<file path="src/rtl/mix_column_seq_pkg.sv">
// mix_column_pkg: GF(2^8) helpers, MixColumns coefficients, FSM states and the
// COLS_PER_CYCLE legality check shared by the iterative MixColumns block.
package mix_column_pkg;

    localparam logic [7:0] GF_POLY = 8'h1b;

    // Circulant row 0; entry k multiplies a[(r+k)%4] for output byte r.
    localparam logic [3:0][7:0] FWD_COEF = {8'h01, 8'h01, 8'h03, 8'h02};
    localparam logic [3:0][7:0] INV_COEF = {8'h09, 8'h0d, 8'h0b, 8'h0e};

    typedef enum logic [1:0] {IDLE, BUSY, DONE} state_t;

    function automatic logic [7:0] xtime(input logic [7:0] b);
        return {b[6:0], 1'b0} ^ (b[7] ? GF_POLY : 8'h00);
    endfunction

    // With a constant coefficient this folds to a few xtime stages and XORs.
    function automatic logic [7:0] gf_mul(input logic [7:0] a, input logic [7:0] coef);
        logic [7:0] p;
        logic [7:0] s;
        p = 8'h00;
        s = a;
        for (int i = 0; i < 8; i++) begin
            if (coef[i]) p = p ^ s;
            s = xtime(s);
        end
        return p;
    endfunction

    function automatic bit cols_legal(input int n);
        return (n == 1) || (n == 2) || (n == 4);
    endfunction

endpackage

</file>
<file path="src/rtl/mix_column_seq_if.sv">
// Handshake bus for mix_column_seq: input state with mode, and result output.
interface mix_column_seq_if;
    logic         i_Valid;
    logic         o_Ready;
    logic [127:0] i_Data;
    logic         i_Inverse;
    logic         o_Valid;
    logic         i_Ready;
    logic [127:0] o_Data;

    modport slave (
        input  i_Valid, i_Data, i_Inverse, i_Ready,
        output o_Ready, o_Valid, o_Data
    );

    modport master (
        output i_Valid, i_Data, i_Inverse, i_Ready,
        input  o_Ready, o_Valid, o_Data
    );
endinterface

</file>
<file path="src/rtl/mix_column_seq_core.sv">
// mix_column_core: combinational transform of one 32-bit column.
// Inverse datapath only exists when MIX_COLUMN_INV_EN is defined.
module mix_column_core
    import mix_column_pkg::*;
(
    input  logic [31:0] col,
    input  logic        inv,
    output logic [31:0] res
);

    // Both products are computed from constant coefficients, then muxed,
    // so no general multiplier appears on the column path.
    always_comb begin
        logic [7:0] f;
        logic [7:0] v;
        res = '0;
        for (int r = 0; r < 4; r++) begin
            f = 8'h00;
            v = 8'h00;
            for (int j = 0; j < 4; j++) begin
                f = f ^ gf_mul(col[31-8*j -: 8], FWD_COEF[(j - r + 4) % 4]);
`ifdef MIX_COLUMN_INV_EN
                v = v ^ gf_mul(col[31-8*j -: 8], INV_COEF[(j - r + 4) % 4]);
`endif
            end
            res[31-8*r -: 8] = inv ? v : f;
        end
    end

endmodule

</file>
<file path="src/rtl/mix_column_seq.sv">
// mix_column_seq: iterative MixColumns / InvMixColumns, COLS_PER_CYCLE columns
// per clock, valid/ready on both sides. Macro MIX_COLUMN_INV_EN builds the
// inverse datapath; without it the mode is tied to forward.
module mix_column_seq
    import mix_column_pkg::*;
#(
    parameter int COLS_PER_CYCLE = 1
) (
    input  logic              clk,
    input  logic              rst,
    mix_column_seq_if.slave   bus
);

    if (!cols_legal(COLS_PER_CYCLE)) begin : g_bad_cfg
        $error("mix_column_seq: COLS_PER_CYCLE must be 1, 2 or 4");
    end

    localparam logic [2:0] CNT_STEP = 3'(COLS_PER_CYCLE);
    localparam logic [2:0] CNT_LAST = 3'(4 - COLS_PER_CYCLE);

    state_t       state_q, state_d;
    logic [2:0]   cnt;
    logic [127:0] work;
    logic         mode;

    logic [COLS_PER_CYCLE-1:0][31:0] col_in, col_out;

    assign bus.o_Ready = (state_q == IDLE);
    assign bus.o_Valid = (state_q == DONE);
    assign bus.o_Data  = work;

    // Pick the current column group out of the working register.
    always_comb begin
        col_in = '0;
        for (int i = 0; i < COLS_PER_CYCLE; i++)
            col_in[i] = work[127 - 32*(int'(cnt) + i) -: 32];
    end

    for (genvar i = 0; i < COLS_PER_CYCLE; i++) begin : g_col
        mix_column_core u_core (
            .col (col_in[i]),
            .inv (mode),
            .res (col_out[i])
        );
    end

    // Next-state logic: accept in IDLE, finish on the group holding column 3.
    always_comb begin
        state_d = state_q;
        case (state_q)
            IDLE: if (bus.i_Valid)     state_d = BUSY;
            BUSY: if (cnt == CNT_LAST) state_d = DONE;
            DONE: if (bus.i_Ready)     state_d = IDLE;
            default:                   state_d = IDLE;
        endcase
    end

    // State register.
    always_ff @(posedge clk or posedge rst) begin
        if (rst) state_q <= IDLE;
        else     state_q <= state_d;
    end

    // Working register and column counter: load on accept, update in place.
    always_ff @(posedge clk or posedge rst) begin
        if (rst) begin
            work <= '0;
            cnt  <= '0;
        end else if (state_q == IDLE && bus.i_Valid) begin
            work <= bus.i_Data;
            cnt  <= '0;
        end else if (state_q == BUSY) begin
            for (int i = 0; i < COLS_PER_CYCLE; i++)
                work[127 - 32*(int'(cnt) + i) -: 32] <= col_out[i];
            cnt <= cnt + CNT_STEP;
        end
    end

`ifdef MIX_COLUMN_INV_EN
    // Mode is captured with the state so a late i_Inverse change cannot leak in.
    always_ff @(posedge clk or posedge rst) begin
        if (rst)                               mode <= 1'b0;
        else if (state_q == IDLE && bus.i_Valid) mode <= bus.i_Inverse;
    end
`else
    assign mode = 1'b0;
`endif

endmodule
</file>
<file path="src/flat_wrapper.sv">
// flat-port wrapper written by rule: the top's interface ports become plain ports
module mix_column_seq_flat import mix_column_pkg::*;
#(
    parameter int COLS_PER_CYCLE = 1
)
  (clk, rst, bus_i_Valid, bus_i_Data, bus_i_Inverse, bus_i_Ready, bus_o_Ready, bus_o_Valid, bus_o_Data);
  mix_column_seq_if bus_i ();
  input  logic clk;
  input  logic rst;
  input wire logic [$bits(bus_i.i_Valid)-1:0] bus_i_Valid;
  input wire logic [$bits(bus_i.i_Data)-1:0] bus_i_Data;
  input wire logic [$bits(bus_i.i_Inverse)-1:0] bus_i_Inverse;
  input wire logic [$bits(bus_i.i_Ready)-1:0] bus_i_Ready;
  output wire logic [$bits(bus_i.o_Ready)-1:0] bus_o_Ready;
  output wire logic [$bits(bus_i.o_Valid)-1:0] bus_o_Valid;
  output wire logic [$bits(bus_i.o_Data)-1:0] bus_o_Data;
  assign bus_i.i_Valid = bus_i_Valid;
  assign bus_i.i_Data = bus_i_Data;
  assign bus_i.i_Inverse = bus_i_Inverse;
  assign bus_i.i_Ready = bus_i_Ready;
  assign bus_o_Ready = bus_i.o_Ready;
  assign bus_o_Valid = bus_i.o_Valid;
  assign bus_o_Data = bus_i.o_Data;
  mix_column_seq #(.COLS_PER_CYCLE(COLS_PER_CYCLE)) u_core (.clk(clk), .rst(rst), .bus(bus_i));
endmodule
</file>
<file path="config.mk">
export PLATFORM = sky130hd
export DESIGN_NAME = mix_column_seq_flat
export DESIGN_NICKNAME = d
export VERILOG_FILES = /design/src/rtl/mix_column_seq_pkg.sv /design/src/rtl/mix_column_seq_if.sv /design/src/rtl/mix_column_seq_core.sv /design/src/rtl/mix_column_seq.sv /design/src/flat_wrapper.sv
export SDC_FILE = /design/constraint.sdc
export NUM_CORES = 1
export LEC_CHECK = 0
export BUFFER_PORTS_ARGS = -buffer_cell sky130_fd_sc_hd__buf_4
export CORE_UTILIZATION = 55
export DETAILED_ROUTE_END_ITERATION = 10
export GPL_ROUTABILITY_DRIVEN = 0
export PLACE_DENSITY = 0.86
export SYNTH_ARGS = -nofsm -noshare
export SYNTH_HDL_FRONTEND = slang
export SYNTH_SLANG_ARGS = --single-unit
</file>
<file path="constraint.sdc">
create_clock -name clk -period 7.8 [get_ports clk]
set_input_delay 1.17 -clock clk [delete_from_list [all_inputs] [get_ports clk]]
set_output_delay 1.17 -clock clk [all_outputs]
set_load 0.005 [all_outputs]
</file>
==> summary.md <==
| Metric | Value |
|---|---|
| Clock transition at path regs | 0.06 ns |
| Die X | 121 um |
| Initial DRC count | 597 |
| Fmax | 277 MHz |
| Net Count, Synth | 826 |
| Largest net degree at the start of global routing | 89 |
| Slew headroom | 13.0% |
| Slew Limit Fails | 0 |
| Worst-Margin Slew | 1.30 ns |
| Post-Route WL | 24,800 um |
| Post-synthesis register bit count | 133 |
| Synth Area in Adders | 0.322% |
| Setup Skew | 0.00949 ns |
| Startpoint types | register |
| Crit share post-route | 46.3% |
| Area leader, netlist | dfrtp_1 |
| Asr flop ratio synth | 100% |
| Die footprint | 0.0146 sq mm |
| Num CTS Buffers | 17 |
| Worst Hold Launch | u_core.bus.o_Data[112] |
| Top cells by area, synth | dfrtp_1 (43%), xnor3_1 (8.7%), a22oi_1 (7.7%), o21ai_0 (6.4%), mux2i_1 (6.3%) |
| Area of the core | 0.0138 sq mm |
| PortBufs | 261 |
| Synth Instances | 691 |
| # diodes | 0 |
| Synth top cells by count | dfrtp_1 (133), o21ai_0 (100), a22oi_1 (80), mux2i_1 (49), clkbuf_1 (45) |
| Row cnt | 43 |
| Drt wl/cell | 22.2 um |
| Crit path required time | 8.14 ns |
| Drt via density | 6.30 |
| Run status | complete, no violations |
| P&R area growth vs syn | 33.0% |
| Worst setup EP type | register |
| Most numerous cell in the Yosys netlist | dfrtp_1 |
| Synthesized area per cell | 11.2 sq um |
| Fraction of final layout cells sized beyond drive strength 1 | 35.2% |
| Final min period | 3.61 ns |
| Setup violators final | 0 |
| Htree depth | 4 |
| Worst EP arrival | 3.95 ns |
| Post-Syn Area | 0.00777 sq mm |
| Clock sink count | 133 |
| Initial Utilization | 56.2% |
| Worst-Skew Late Latency | 0.42 ns |
| First-pass GRT wire length | 37,600 um |
| Io pins | 263 |
| Drt drc | 0 |
| Die Y | 121 um |
| Post-synth EDFFs | 0 |
| Number of global-route vias before repair | 6,861 |
| Seq/Total Area, Yosys | 42.8% |
| RSZ-0062 raised after global routing | false |
| 1st-pass router iterations | 7 |
| Placement Setup Slack | 4.29 ns |
| PostCTS Resize Cnt | 0 |
| Unique masters post-synth | 38 |
| Critical path class | register to register |
| Max Cap Violations | 0 |
| Grt ovf | 0 |
| Root Driver | clkbuf_16 |
| Nets | 1,057 |
| CP startpoint | u_core.cnt[1] |
| Post-synthesis compound-gate area fraction | 22.5% |
| Final setup TNS | 0 ns |
| Post-Synth XOR/XNOR Area | 15.8% |
| Post-CTS Hold Buffers | 0 |
| Post-route ant nets | 0 |
| Simple-Gate Fraction of Synth Area | 6.07% |
| Final WS setup | 4.19 ns |
| GRT Overall Usage | 34.5% |
| R2R Path Start | u_core.cnt[1] |
| Antenna violations before repair | 0 |
| Most used DFF post-synth | dfrtp_1 |
| Crit Path Max Fanout | 17 |
| HPWL after DPL | 16,900 um |
| CTS Buffer Depth | 2 |
| Via count | 7,019 |
| Post-CTS Setup Repair Bufs | 0 |
| Final Hold Fails | 0 |
| Main combinational cell family by area after synthesis | compound AO/OA/AOI/OAI gates |
| Synth top area share | 42.8% |
| Post-synthesis mux area share | 8.63% |
| Worst Hold Class | register to register |
| YS warnings | 0 |
| CTS tree | built |
==> cell type report <==
cell class	count	area, sq um
clock buffers	23	478
clock inverters	9	101
fillers	972	3490
inverters	4	17.5
multi-input cells	495	4150
flip-flops and latches	133	3330
well taps	180	225
repair buffers	271	2030
==> final timing paths <==
kind / depth (start not counted) / to / slack, ns
max: 6 / u_core.bus.o_Data[59] / 4.19
min: 2 / u_core.bus.o_Data[112] / 0.54
max reg2reg: 6 / u_core.bus.o_Data[59] / 4.19
min reg2reg: 2 / u_core.bus.o_Data[112] / 0.54
max in group asynchronous: 3 / u_core.cnt[0] / 5.44
min in group asynchronous: 2 / u_core.bus.o_Data[52] / 0.86
==> kinds of logic after synthesis <==
kind of cell,Yosys count
AOI/OAI and AO/OA,274
xor gates and xnor gates,75
adders and majority gates,2
buffers and inverters,63
DFF,133
muxes,57
and+or+nand+nor,87
==> registers in the layout (all words and copies together) (netlist names) <==
register and flops:
u_core.cnt 3, u_core.bus.o_Data 128, u_core.state_q 2
==> cell usage in the layout, fill, tap and decap left out, drive strengths merged, types with 8 or more instances in the layout <==
cell type  netlist  layout
o22ai           16      16
mux4             8       8
nand2           21      21
and3            36      36
dfrtp          133     133
a21oi           37      37
buf             14     271
o22a             8       8
o21ai          118     118
xor2            12      12
nand3           12      12
xor3             9       9
mux2i           49      49
o211ai          12      12
xnor3           30      30
xnor2           24      24
a22oi           80      80
clkbuf          45      23
==> metrics by stage <==
step / hold WS [ns] / util, % / instances / instance area (sq um)
final: 0.536 / 74.8 / 1115 / 10300
after global routing: 0.558 / 74.8 / 1115 / 10300
after CTS: 0.537 / 74.8 / 1115 / 10300
after detailed placement: 0.522 / 70.6 / 1083 / 9760
after global placement: 0.514 / 70.6 / 1083 / 9760
after floorplan: 0.485 / - / 691 / 7770
==> per-layer routing <==
layer / wire length [um] / global-route usage (%) / up-vias
met2: 12500 / 57.3 / 437
li1: - / - / 3061
met5: 0 / 0 / -
met4: 583 / 11.7 / 0
met3: 2140 / 7.28 / 62
met1: 9580 / 45.1 / 3459
==> worst max-delay path: stages (launching register included) <==
cell and delay (ns):
dfrtp_1 0.85, or2_1 0.59, buf_4 0.36, o22ai_1 0.23
xnor2_1 0.68, xnor3_1 0.62, o211ai_2 0.19
Power is not shown: default switching activity piles up to over one toggle a cycle in this logic, so the estimate is an artifact.
